===== src/rtl/ysyx_22050612_ctrl_pkg.sv =====
`default_nettype none
// ============================================================================
//  Module   : ysyx_22050612_ctrl_pkg
//  Purpose  : Shared types and constants for the multi-cycle control
//             sequencer of the RV64 core. It holds the sequencer state
//             encoding, the halt-reason codes and the ebreak encoding.
//  Ports    : none (package)
//  Revision : 1.0 - initial release
// ============================================================================
package ysyx_22050612_ctrl_pkg;

   // Sequencer states. The encoding is fixed so that state values stay the
   // same in every build and can be read directly from a waveform.
   typedef enum logic [2:0] {
      S_IDLE = 3'd0,
      S_IF   = 3'd1,
      S_ID   = 3'd2,
      S_EX   = 3'd3,
      S_MEM  = 3'd4,
      S_WB   = 3'd5,
      S_HALT = 3'd6
   } ctrl_state_e;

   // Reason the core stopped, as reported on halt_code.
   localparam logic [1:0] HALT_NONE    = 2'd0;
   localparam logic [1:0] HALT_EBREAK  = 2'd1;
   localparam logic [1:0] HALT_ILLEGAL = 2'd2;
   localparam logic [1:0] HALT_TIMEOUT = 2'd3;

   // Encoding of the ebreak instruction (the decoder compares against it).
   localparam logic [31:0] EBREAK_INST = 32'h0010_0073;

   // True for the states that wait on a memory response and therefore
   // run the timeout counter.
   function automatic logic is_wait_state(input ctrl_state_e s);
      return (s == S_IF) || (s == S_MEM);
   endfunction

endpackage
`default_nettype wire


===== src/rtl/ysyx_22050612_perf_cnt.sv =====
`default_nettype none
// ============================================================================
//  Module   : ysyx_22050612_perf_cnt
//  Purpose  : 64-bit cycle and retired-instruction counters. Both counters
//             wrap modulo 2^64. Kept separate so that a later pipelined
//             control block can reuse the same counters.
//  Ports    : clk        in   core clock
//             rst_n      in   asynchronous active-low reset
//             en_cycle   in   count this cycle in mcycle
//             en_retire  in   one instruction retires this cycle
//             mcycle     out  cycle count
//             minstret   out  retired-instruction count
//  Revision : 1.0 - initial release
// ============================================================================
module ysyx_22050612_perf_cnt (
   input  logic        clk,
   input  logic        rst_n,
   input  logic        en_cycle,
   input  logic        en_retire,
   output logic [63:0] mcycle,
   output logic [63:0] minstret
);

   logic [63:0] r_mcycle;
   logic [63:0] r_minstret;

   always_ff @(posedge clk or negedge rst_n) begin
      if (!rst_n) begin
         r_mcycle <= '0;
      end else if (en_cycle) begin
         r_mcycle <= r_mcycle + 64'd1;
      end
   end

   always_ff @(posedge clk or negedge rst_n) begin
      if (!rst_n) begin
         r_minstret <= '0;
      end else if (en_retire) begin
         r_minstret <= r_minstret + 64'd1;
      end
   end

   assign mcycle   = r_mcycle;
   assign minstret = r_minstret;

endmodule
`default_nettype wire


===== src/rtl/ysyx_22050612_ctrl.sv =====
`default_nettype none
// ============================================================================
//  Module   : ysyx_22050612_ctrl
//  Purpose  : Multi-cycle control sequencer for the RV64 core. Steps each
//             instruction through IF, ID, EX, MEM and WB, drives the memory,
//             register-file and PC strobes, latches the fetched instruction
//             for the decoder, and halts on ebreak, an illegal instruction
//             or a memory response timeout.
//  Ports    : clk          in   core clock
//             rst_n        in   asynchronous active-low reset
//             imem_req     out  instruction fetch request
//             imem_rvalid  in   instruction response valid
//             imem_rdata   in   instruction word
//             inst_q       out  latched instruction, to the decoder
//             dec_is_load  in   decoder: load class
//             dec_is_store in   decoder: store class
//             dec_rf_we    in   decoder: instruction writes rd
//             dec_ebreak   in   decoder: inst_q is ebreak
//             dec_illegal  in   decoder: no opcode matched
//             dmem_req     out  data access request
//             dmem_we      out  data access is a store
//             dmem_rvalid  in   data response / store acknowledge
//             rf_we        out  register-file write strobe
//             pc_we        out  PC update strobe
//             halted       out  core stopped
//             halt_code    out  0 running, 1 ebreak, 2 illegal, 3 timeout
//             mcycle       out  cycle counter
//             minstret     out  retired-instruction counter
//  Revision : 1.0 - initial release
// ============================================================================
module ysyx_22050612_ctrl
   import ysyx_22050612_ctrl_pkg::*;
#(
   parameter int TIMEOUT = 255
) (
   input  logic        clk,
   input  logic        rst_n,
   output logic        imem_req,
   input  logic        imem_rvalid,
   input  logic [31:0] imem_rdata,
   output logic [31:0] inst_q,
   input  logic        dec_is_load,
   input  logic        dec_is_store,
   input  logic        dec_rf_we,
   input  logic        dec_ebreak,
   input  logic        dec_illegal,
   output logic        dmem_req,
   output logic        dmem_we,
   input  logic        dmem_rvalid,
   output logic        rf_we,
   output logic        pc_we,
   output logic        halted,
   output logic [1:0]  halt_code,
   output logic [63:0] mcycle,
   output logic [63:0] minstret
);

   // Wait-counter width: enough to hold TIMEOUT itself. A TIMEOUT of zero
   // still needs one bit of storage.
   localparam int WAIT_W = (TIMEOUT < 1) ? 1 : $clog2(TIMEOUT + 1);
   localparam logic [WAIT_W-1:0] c_wait_max = WAIT_W'(TIMEOUT);

   ctrl_state_e       r_state;
   logic [31:0]       r_inst_q;
   logic [1:0]        r_halt_code;
   logic [WAIT_W-1:0] r_wait;

   logic w_resp;
   logic w_wait_expired;
   logic w_en_cycle;
   logic w_en_retire;

   // Response that the current wait state is looking for. Responses seen in
   // any other state are simply never consulted, which is what makes stray
   // or post-reset responses harmless.
   assign w_resp = (r_state == S_IF) ? imem_rvalid : dmem_rvalid;

   assign w_wait_expired = (r_wait == c_wait_max);

   // -------------------------------------------------------------------------
   // Sequencer. A response in the same cycle that the wait counter reaches
   // its limit is accepted: the response test comes before the limit test.
   // -------------------------------------------------------------------------
   always_ff @(posedge clk or negedge rst_n) begin
      if (!rst_n) begin
         r_state     <= S_IDLE;
         r_inst_q    <= '0;
         r_halt_code <= HALT_NONE;
         r_wait      <= '0;
      end else begin
         case (r_state)
            S_IDLE: begin
               r_state <= S_IF;
               r_wait  <= '0;
            end

            S_IF: begin
               if (w_resp) begin
                  r_inst_q <= imem_rdata;
                  r_state  <= S_ID;
               end else if (w_wait_expired) begin
                  r_state     <= S_HALT;
                  r_halt_code <= HALT_TIMEOUT;
               end else begin
                  r_wait <= r_wait + WAIT_W'(1);
               end
            end

            S_ID: begin
               if (dec_ebreak) begin
                  r_state     <= S_HALT;
                  r_halt_code <= HALT_EBREAK;
               end else if (dec_illegal) begin
                  r_state     <= S_HALT;
                  r_halt_code <= HALT_ILLEGAL;
               end else begin
                  r_state <= S_EX;
               end
            end

            S_EX: begin
               if (dec_is_load || dec_is_store) begin
                  r_state <= S_MEM;
                  r_wait  <= '0;
               end else begin
                  r_state <= S_WB;
               end
            end

            S_MEM: begin
               if (w_resp) begin
                  r_state <= S_WB;
               end else if (w_wait_expired) begin
                  r_state     <= S_HALT;
                  r_halt_code <= HALT_TIMEOUT;
               end else begin
                  r_wait <= r_wait + WAIT_W'(1);
               end
            end

            S_WB: begin
               r_state <= S_IF;
               r_wait  <= '0;
            end

            S_HALT: begin
               r_state <= S_HALT;
            end

            default: begin
               // Unreachable encoding: restart cleanly.
               r_state     <= S_IDLE;
               r_halt_code <= HALT_NONE;
               r_wait      <= '0;
            end
         endcase
      end
   end

   // -------------------------------------------------------------------------
   // Moore strobes, decoded from the state register only (plus the decoder
   // flags, which are themselves a function of the registered inst_q).
   // Nothing here depends on an rvalid input.
   // -------------------------------------------------------------------------
   assign imem_req  = (r_state == S_IF);
   assign dmem_req  = (r_state == S_MEM);
   assign dmem_we   = (r_state == S_MEM) && dec_is_store;
   assign pc_we     = (r_state == S_WB);
   // A store must never write rd, whatever the decoder says about rd.
   assign rf_we     = (r_state == S_WB) && dec_rf_we && !dec_is_store;
   assign halted    = (r_state == S_HALT);
   assign halt_code = r_halt_code;
   assign inst_q    = r_inst_q;

   // ebreak retires in ID on its way to HALT; every other instruction
   // retires in WB.
   assign w_en_cycle  = (r_state != S_HALT);
   assign w_en_retire = (r_state == S_WB) || ((r_state == S_ID) && dec_ebreak);

   ysyx_22050612_perf_cnt u_perf_cnt (
      .clk       (clk),
      .rst_n     (rst_n),
      .en_cycle  (w_en_cycle),
      .en_retire (w_en_retire),
      .mcycle    (mcycle),
      .minstret  (minstret)
   );

endmodule
`default_nettype wire


===== config.mk =====
export PLATFORM = sky130hd
export DESIGN_NAME = ysyx_22050612_ctrl
export DESIGN_NICKNAME = d
export VERILOG_FILES = /design/src/rtl/ysyx_22050612_ctrl_pkg.sv /design/src/rtl/ysyx_22050612_perf_cnt.sv /design/src/rtl/ysyx_22050612_ctrl.sv
export SDC_FILE = /design/constraint.sdc
export NUM_CORES = 1
export LEC_CHECK = 0
export CELL_PAD_IN_SITES_DETAIL_PLACEMENT = 0
export CELL_PAD_IN_SITES_GLOBAL_PLACEMENT = 1
export CORE_ASPECT_RATIO = 0.8
export CORE_MARGIN = 1
export CORE_UTILIZATION = 34
export CTS_BUF_LIST = sky130_fd_sc_hd__clkbuf_8
export CTS_CLUSTER_SIZE = 10
export DETAILED_ROUTE_END_ITERATION = 10
export GPL_TIMING_DRIVEN = 0
export PLACE_DENSITY_LB_ADDON = 0.1
export SETUP_SLACK_MARGIN = 0.3
export SKIP_CTS_REPAIR_TIMING = 1
export SLEW_MARGIN = 10
export SYNTH_ARGS = -nofsm -noshare
export SYNTH_HDL_FRONTEND = slang
export SYNTH_HIERARCHICAL = 1
export SYNTH_SLANG_ARGS = --single-unit

===== constraint.sdc =====
create_clock -name clk -period 3.4 [get_ports clk]
set_clock_uncertainty 0.05 [all_clocks]
set_input_delay 0.34 -clock clk [delete_from_list [all_inputs] [get_ports clk]]
set_output_delay 0.34 -clock clk [all_outputs]
set_load 0.01 [all_outputs]

==> results.ini <==
[sta]
rsz0062_at_grt = false
fin_crit_ns = 2.88
final_max_slew_viol_count = 0
timing_hold_violations_final = 0
fmax_mhz = 348
fin_crit_sh_pct = 84.6
relSlewSlack_pct = 17.5
setup_ws_ns = 0.524
setup_violations = 0
tightest_slew_ns = 1.23

[placement]
hpwl_um = 14800
place_congestion = 0.748
dp.cells = 1250
dpl_cell_area_um2 = 10600
place_ws_ns = -0.371
port_buffers = 208

[yosys]
synthesis.area_um2 = 8100
synth_area_leaders = dfrtp_1 (53%), xnor2_1 (7.2%), xor2_1 (6.6%), mux2_2 (4.7%), nand4_1 (3.3%)
syn_area_per_cell_um2 = 11.1
synth.top_cell.area_share_pct = 53.4
synthArstFlopShare_pct = 100
syn_nets = 773
synth_edf_count = 0
synth_cell_type_count = 51
synthFlopType = dfrtp_1
yosysSeqAreaShare_pct = 53.4
yosys_warnings = 6
synthCells = 729
yosysTopAreaCell = dfrtp_1
ys_seq_elements = 173

[die]
num_rows = 50
coreArea_um2 = 23400
ioPinCount = 209
die_width_um = 175
die_h_um = 140
dieArea_um2 = 24500
initial_core_util_pct = 34.6

[min_path]
min_to = u_perf_cnt/minstret[63]$_DFFE_PN0P_
holdPathStages = 1
hold_path.class = flip-flop to flip-flop
hp-start = u_perf_cnt/minstret[63]$_DFFE_PN0P_

[power_and_ir_drop]
p_clk_share_pct = 24.4
pwr-share-seq_pct = 44.3
power_density_nw_per_um2 = 529
pwr-share-comb_pct = 31.4
p_switching_mw = 1.88
ir_drop_mv = 0.293
p_int_mw = 4.00
p_sw_share_pct = 32.0
power.leakage_nw = 4.74

[cells_and_area]
drive_above_1_share_pct = 11.0
stdcell_area_um2 = 11100
syn_to_final_growth_pct = 37.2
mostFrequentLayoutCells = clkdlybuf4s50_1 (207), dfrtp_1 (173), xnor2_1 (67), xor2_1 (61), nand2_1 (54)
antennaDiodeCount = 0
layout.nets = 1013
stdcell_count = 1294
final_common_cell = clkdlybuf4s50_1

[global_routing]
antenna_found_initial = 0
track_usage_pct = 17.2
grt_max_degree = 93
gr-total-overflow = 0
grt_pass1_vias = 6034
grt_pass1_wl_um = 33500

[cts]
cts_tree = done
htree_levels = 4
clk_path_buf_depth = 2
clkSinkCount = 173
root_buffer = clkbuf_8
clk_pin_slew_ns = 0.09
clk_latency_ns = 0.46
cts_buffers = 17

[setup_path]
reg2reg_depth = 10
max_stage_delay_ns = 0.48
cp_data_arrival_time_ns = 3.20
timing.rr.end = u_perf_cnt/minstret[63]$_DFFE_PN0P_
required_ns = 3.73
r2r_setup_slack_ns = 0.52
cp_cell_sequence = clkbuf_1, nor2b_1, nand2_1, o21ai_4, nand4_1, nor4_4, buf_4, nand4_2, nor4_1, xor2_1
cp_max_fo = 10
crit_family = simple AND/OR/NAND/NOR gates
slowest_stage = nor4_1
setup.worst_path.start = r_state[0]$_DFF_PN0_
critical_path.endpoint_type = flip-flop
crit_buf_inv = 2
path_class = flip-flop to flip-flop
startpoint_type = flip-flop
reg2reg_from = r_state[0]$_DFF_PN0_

[route]
drcViolationCount = 0
drt_iter0_markers = 307
first_pass_iters = 4
via_per_inst = 4.92
wire_per_inst_um = 16.0
routed_wl_um = 20700
ant_nets = 0
num_vias = 6364

[run_status]
status = finished, final reports clean

[run]
cap_viol_max_count = 0

-- registers in the layout (all words and copies together), names as in the netlist --
signal / cells
u_perf_cnt/minstret: 64
r_state: 3
r_wait: 8
inst_q: 32
halt_code: 2
u_perf_cnt/mcycle: 64
-- cell families after synthesis --
| family | after synthesis | share of synthesized area, % |
|---|---|---|
| AO/OA/AOI/OAI | 35 | 3.07 |
| adder cells (fa/ha/maj) | 5 | 0.710 |
| flip-flops | 173 | 53.4 |
| multiplexers | 38 | 5.22 |
| XOR/XNOR | 128 | 13.8 |
| buffers and inverters | 35 | 1.79 |
| AND/OR/NAND/NOR | 315 | 21.9 |
-- final cells by class --
cell class,count,area (µm²)
Buffer,12,58.8
Tap cell,312,390
Sequential cell,173,4330
Multi-Input combinational cell,521,3660
Clock buffer,18,248
Fill cell,2236,12300
Inverter,22,82.6
Timing Repair Buffer,222,2210
Clock inverter,14,135
-- power groups by stage --
stage / combinational [mW] / sequential [mW] / clock (mW)
3_5_place_dp: 1.84 / 2.65 / 0
2_1_floorplan: 0.803 / 2.75 / 0
4_1_cts: 1.85 / 2.61 / 1.50
6_report: 1.84 / 2.60 / 1.43
3_3_place_gp: 1.84 / 2.64 / 0
5_1_grt: 2.00 / 2.66 / 1.58
-- worst max-delay path by stage --
stage                                                     end  depth (start not counted)
final                     u_perf_cnt/minstret[63]$_DFFE_PN0P_                         10
after global placement      u_perf_cnt/mcycle[57]$_DFFE_PN0P_                          1
after detailed placement  u_perf_cnt/minstret[41]$_DFFE_PN0P_                          9
after floorplan           u_perf_cnt/minstret[48]$_DFFE_PN0P_                          9
after CTS                 u_perf_cnt/minstret[55]$_DFFE_PN0P_                          9
after global routing      u_perf_cnt/minstret[63]$_DFFE_PN0P_                         10
-- cells in the mapped netlist (2+ instances only) --
cell type and count:
nand2b_1 5, or2_2 3, or4_1 3, nand3_1 49, a21oi_1 4, xor2_1 61, a31oi_1 5, nand4_1 43
nor3b_1 2, o21ai_0 7, o22a_1 2, o21a_1 4, and4_1 8, clkbuf_1 7, nand4_2 3, xnor2_1 67
nor3_1 21, dfrtp_1 173, maj3_1 2, nor4_4 3, nor4_1 24, ha_1 3, and3_1 23, mux2i_1 4
nand2_1 54, nor2_1 48, inv_1 22, or3_1 6, buf_2 5, o31ai_1 5, and2_1 5, nor4_2 2
or4_4 4, mux2_2 34, or2_1 2
-- stage by stage --
stage               TNS (ns)  power [mW]  utilization [%]  hold slack [ns]
floorplan                  0        3.56                -         -0.00559
global placement     -986.26        4.48             45.2            0.414
detailed placement     -7.36        4.49             45.3            0.376
CTS                    -7.49        5.96             47.0           -0.156
global route               0        6.24             47.5            0.398
finish                     0        5.88             47.5            0.431
-- worst register-to-register path: cells and delay by family, from the launching register on --
family / cells / cell delay, ns
compound gates: 1 / 0.24
xor+xnor: 1 / 0.18
buf+inv: 2 / 0.43
flops: 1 / 0.44
simple gates: 6 / 1.47
-- metal layers --
layer	vias up	routed length, µm	track usage [%]
met5	-	0	0
met3	16	1090	4.21
met2	157	8740	24.4
met1	3120	10600	26.0
li1	3071	-	-
met4	0	247	4.39
No activity file was read; power rests on OpenSTA's default activity.
